### config.mk
export PLATFORM = sky130hd
export DESIGN_NAME = junction_sequencer
export DESIGN_NICKNAME = d
export VERILOG_FILES = /design/src/rtl/junction_sequencer.sv
export SDC_FILE = /design/constraint.sdc
export NUM_CORES = 1
export LEC_CHECK = 0
export CAP_MARGIN = 20
export CORE_MARGIN = 8
export CORE_UTILIZATION = 50
export DETAILED_ROUTE_END_ITERATION = 10
export DONT_BUFFER_PORTS = 1
export PLACE_DENSITY_LB_ADDON = 0.08
export SYNTH_ARGS = -nofsm -noshare
export SYNTH_HDL_FRONTEND = slang
export SYNTH_SLANG_ARGS = --single-unit
### constraint.sdc
create_clock -name clk_i -period 3.5 [get_ports clk_i]
set_input_delay 0.175 -clock clk_i [delete_from_list [all_inputs] [get_ports clk_i]]
set_output_delay 0.175 -clock clk_i [all_outputs]
set_load 0.01 [all_outputs]
### src/rtl/junction_sequencer.sv
// Two-road junction phase sequencer: red, red+amber, green, amber with demand-driven switching.
// Define JUNCTION_PED_PHASE_EN to enable the pedestrian walk phase; without it ped_req_i is ignored.
module junction_sequencer #(
  parameter int RA_CYC     = 2,
  parameter int AMBER_CYC  = 3,
  parameter int ALLRED_CYC = 2,
  parameter int GREEN_MIN  = 4,
  parameter int GREEN_MAX  = 10,
  parameter int WALK_CYC   = 6
) (
  input  logic       clk_i,
  input  logic       rst_i,
  input  logic       req_a_i,
  input  logic       req_b_i,
  input  logic       ped_req_i,
  output logic [2:0] lightsA_o,
  output logic [2:0] lightsB_o,
  output logic       walk_o
);

  typedef enum logic [2:0] {
    ALLRED = 3'd0,
    RA     = 3'd1,
    GREEN  = 3'd2,
    AMBER  = 3'd3,
    PED    = 3'd4
  } phase_e;

  localparam logic [7:0] RaLast       = 8'(RA_CYC - 1);
  localparam logic [7:0] AmberLast    = 8'(AMBER_CYC - 1);
  localparam logic [7:0] AllredLast   = 8'(ALLRED_CYC - 1);
  localparam logic [7:0] GreenMinLast = 8'(GREEN_MIN - 1);
  localparam logic [7:0] GreenMaxLast = 8'(GREEN_MAX - 1);
  localparam logic [7:0] WalkLast     = 8'(WALK_CYC - 1);

  phase_e     phase_q, phase_d;
  logic       road_q, road_d;
  logic [7:0] cnt_q, cnt_d;
  logic       pendA_q, pendA_d;
  logic       pendB_q, pendB_d;
  logic       pendP_q, pendP_d;

  logic       ownReq;
  logic       pendOther;
  logic       sw;
  logic [2:0] servedLights;

  // Road B is the reset road so the first clearance hands the junction to road A.
  always_ff @(posedge clk_i) begin
    if (rst_i) begin
      phase_q <= ALLRED;
      road_q  <= 1'b1;
      cnt_q   <= '0;
      pendA_q <= 1'b0;
      pendB_q <= 1'b0;
      pendP_q <= 1'b0;
    end else begin
      phase_q <= phase_d;
      road_q  <= road_d;
      cnt_q   <= cnt_d;
      pendA_q <= pendA_d;
      pendB_q <= pendB_d;
      pendP_q <= pendP_d;
    end
  end

  always_comb begin
    ownReq    = road_q ? req_b_i : req_a_i;
    pendOther = road_q ? pendA_q : pendB_q;
`ifdef JUNCTION_PED_PHASE_EN
    sw        = pendOther | pendP_q;
`else
    sw        = pendOther;
`endif
    phase_d   = phase_q;
    road_d    = road_q;

    case (phase_q)
      ALLRED: begin
        if (cnt_q == AllredLast) begin
          if (pendP_q) begin
            phase_d = PED;
          end else begin
            road_d  = ~road_q;
            phase_d = RA;
          end
        end
      end
      RA: begin
        if (cnt_q == RaLast) phase_d = GREEN;
      end
      // Own-road demand extends green only until the maximum is reached.
      GREEN: begin
        if (sw && (cnt_q >= GreenMinLast) && (!ownReq || (cnt_q >= GreenMaxLast))) begin
          phase_d = AMBER;
        end
      end
      AMBER: begin
        if (cnt_q == AmberLast) phase_d = ALLRED;
      end
      PED: begin
        if (cnt_q == WalkLast) begin
          if (pendOther) road_d = ~road_q;
          phase_d = RA;
        end
      end
      default: phase_d = ALLRED;
    endcase

    if (phase_d != phase_q) begin
      cnt_d = '0;
    end else if (cnt_q == 8'hFF) begin
      cnt_d = cnt_q;
    end else begin
      cnt_d = cnt_q + 8'd1;
    end

    // A flag clears on entry to its own green, winning over a same-cycle request.
    pendA_d = ((phase_d == GREEN) && !road_d) ? 1'b0 : (pendA_q | req_a_i);
    pendB_d = ((phase_d == GREEN) &&  road_d) ? 1'b0 : (pendB_q | req_b_i);
`ifdef JUNCTION_PED_PHASE_EN
    pendP_d = (phase_d == PED) ? 1'b0 : (pendP_q | ped_req_i);
`else
    pendP_d = 1'b0;
`endif
  end

`ifndef JUNCTION_PED_PHASE_EN
  logic unusedPedReq;
  assign unusedPedReq = ped_req_i;
`endif

  always_comb begin
    case (phase_q)
      RA:      servedLights = 3'b110;
      GREEN:   servedLights = 3'b001;
      AMBER:   servedLights = 3'b010;
      default: servedLights = 3'b100;
    endcase
    lightsA_o = road_q ? 3'b100 : servedLights;
    lightsB_o = road_q ? servedLights : 3'b100;
`ifdef JUNCTION_PED_PHASE_EN
    walk_o    = (phase_q == PED);
`else
    walk_o    = 1'b0;
`endif
  end

endmodule

==> results.cfg <==
[critical_path]
path_max_fanout = 8
required_ns = 3.68
crit_arrival_ns = 2.52
worstRegToRegCells = 5
criticalPathCategory = register to register
start_kind = register
worstSetupEndpointType = register

[floorplan]
start_util = 0.5297
die_height_um = 58.54
die_area_um2 = 3426
ios = 12
fp-row-count = 15
core_area_um2 = 1708
fp.dieW_um = 58.54

[sta]
hold_viol = 0
period_minus_slack_ns = 2.346
worst_slew_pin_slew_ns = 0.7452
rsz0062_at_grt = false
fin_tns_setup_ns = 0
final_max_slew_viol_count = 0
whs_ns = 0.04214
clock_skew_ns = 0.0009726
fmax_ghz = 0.4263
timing.final.crit_share = 0.6703
setup_violations = 0
relSlewSlack = 0.4994

[synthesis]
yosys_register_bits = 14
avgSynthCellArea_um2 = 7.935
netlist_area_um2 = 904.6
synthCells = 114
yosysUniqueCellTypes = 38
syn_nets = 123
synth-seq-area-share = 0.3098
synth_warnings = 0

[place]
gp_congestion = 0.8254
dp_hpwl_um = 1346
port-buffer-count = 0

[clock_network]
ctsResizeCount = 0
clk_pin_slew_ns = 0.08
cts_made_buffers = 3
cts_tree = yes
cts_root_buf = clkbuf_4
clockBufferDepth = 2
clk_latency_ns = 0.29
cts_sinks = 14
htreeDepth = 1

[layout]
layout_common_cells = nor2_1, dfxtp_1, nor3_1, nand2_1, a211oi_1
layout_commonest_cell = nor2_1
final_nets = 122
diodes = 0
area_delta_synth_final_pct = 4.149
layout-drive-gt1-share = 0.09821
fin_util = 0.5516

[global_route]
grt_first_pass_wirelength_um = 3077
grt_overflow_total = 0
grt_max_degree = 11
track_usage = 0.1139
antenna_found_initial = 0
grt_pass1_vias = 674

[status]
status = finished, final reports clean

[power_and_ir_drop]
p_leak_nw = 0.3318
power_density_nw_per_um2 = 638.5
vdd_drop_max_mv = 0.3616

[drt]
dr.pass1.iters = 4
drt-met1-wl_um = 802
final_antenna_net_count = 0
top_layer_used = met4
wl_um = 1794
drtIter0Drc = 30
drc = 0
wl_per_cell_um = 13.09
met3_length_um = 148
met2_length_um = 813
vias_per_cell = 5.613
vias = 769

[hold_path]
hold_path_class = input pin to register
min_path_cells = 2

[job]
cap_violations = 0
what timing repair did:
action                                 CTS  global route
endpoints found under the hold margin    5             0
buffers inserted                         0             0
hold buffers                             1             0
worst max-delay path, cell delays in order, from the launching register on:
cell	delay, ns
dfxtp_1	0.37
or4_1	0.73
nor3_1	0.38
a211oi_1	0.09
a221o_1	0.31
o41a_1	0.37
cell type report:
class                   instances  area (µm²)
clock buffers                   4       36.28
fillers                       170       765.7
inverters                       3       11.26
multi-input cells              90       573.1
flip-flops and latches         14       280.3
well taps                      25       31.28
repair buffers                  1       10.01
power breakdown:
group	total (mW)	internal, mW	switching, mW
registers	0.236	0.189	0.0473
logic	0.247	0.116	0.131
clock network	0.118	0.0634	0.0546
metrics by stage:
step	instances	area (µm²)	setup slack (ns)	total power, mW
floorplan	114	904.6	1.405	0.4470
global placement	132	895.9	1.211	0.4806
detailed placement	132	895.9	1.184	0.4847
CTS	137	942.2	1.164	0.6068
global route	137	942.2	1.064	0.6529
finish	137	942.2	1.154	0.6016
final timing paths:
check                                      startpoint            endpoint  slack (ns)
worst min register to register     pendA_q$_SDFF_PP0_  pendA_q$_SDFF_PP0_        0.51
worst max register to register  cnt_q[4]$_SDFFE_PP0P_  pendB_q$_SDFF_PP0_        1.15
worst min-delay path                            rst_i  pendB_q$_SDFF_PP0_        0.04
worst max-delay path            cnt_q[4]$_SDFFE_PP0P_  pendB_q$_SDFF_PP0_        1.15
cell usage after synthesis:
cell type / n / share of area
a211oi_1: 6 / 0.050
a21oi_1: 2 / 0.011
a221o_1: 1 / 0.011
a22oi_1: 1 / 0.0083
a311oi_1: 1 / 0.0097
a31oi_1: 1 / 0.0069
a31oi_2: 1 / 0.014
and2_1: 3 / 0.021
and3_1: 1 / 0.0069
buf_1: 1 / 0.0041
buf_2: 2 / 0.011
buf_4: 1 / 0.0083
buf_6: 1 / 0.012
clkbuf_1: 2 / 0.0083
conb_1: 1 / 0.0041
dfxtp_1: 14 / 0.31
ha_1: 4 / 0.055
inv_1: 3 / 0.012
mux2_2: 1 / 0.012
mux2i_1: 2 / 0.022
nand2_1: 8 / 0.033
nand2b_1: 1 / 0.0069
nand3_1: 4 / 0.022
nand3b_1: 1 / 0.0083
nor2_1: 18 / 0.075
nor2b_1: 2 / 0.014
nor3_1: 11 / 0.061
nor3_4: 1 / 0.018
nor3b_1: 1 / 0.0083
nor4_1: 1 / 0.0069
nor4_2: 1 / 0.014
o21ai_0: 3 / 0.017
o41a_1: 1 / 0.012
or2b_1: 1 / 0.0083
or3_1: 3 / 0.021
or3b_2: 3 / 0.029
or4_1: 1 / 0.0083
xnor2_1: 4 / 0.039
flip-flops by register name, summed over array words and instances, names as in the netlist:
name     count
pendB_q      1
cnt_q        8
road_q       1
phase_q      3
pendA_q      1
metal layers:
| metal | up-vias | track usage |
|---|---|---|
| li1 | 401 | - |
| met1 | 340 | 0.1350 |
| met2 | 24 | 0.1717 |
| met3 | 4 | 0.05435 |
| met4 | 0 | 0.04545 |
| met5 | - | 0 |
cells by family (layout without fill, tap and decap cells):
family,count (synthesis),in the layout,synth area share
mux,3,3,0.03458
flops,14,14,0.3098
other cells,1,1,0.004145
fa+ha+maj,4,4,0.05533
simple gates,61,61,0.3610
xor+xnor,4,4,0.03872
compound gates,17,17,0.1397
buf+inv,10,8,0.05671
(Power assumes the default switching activity.)
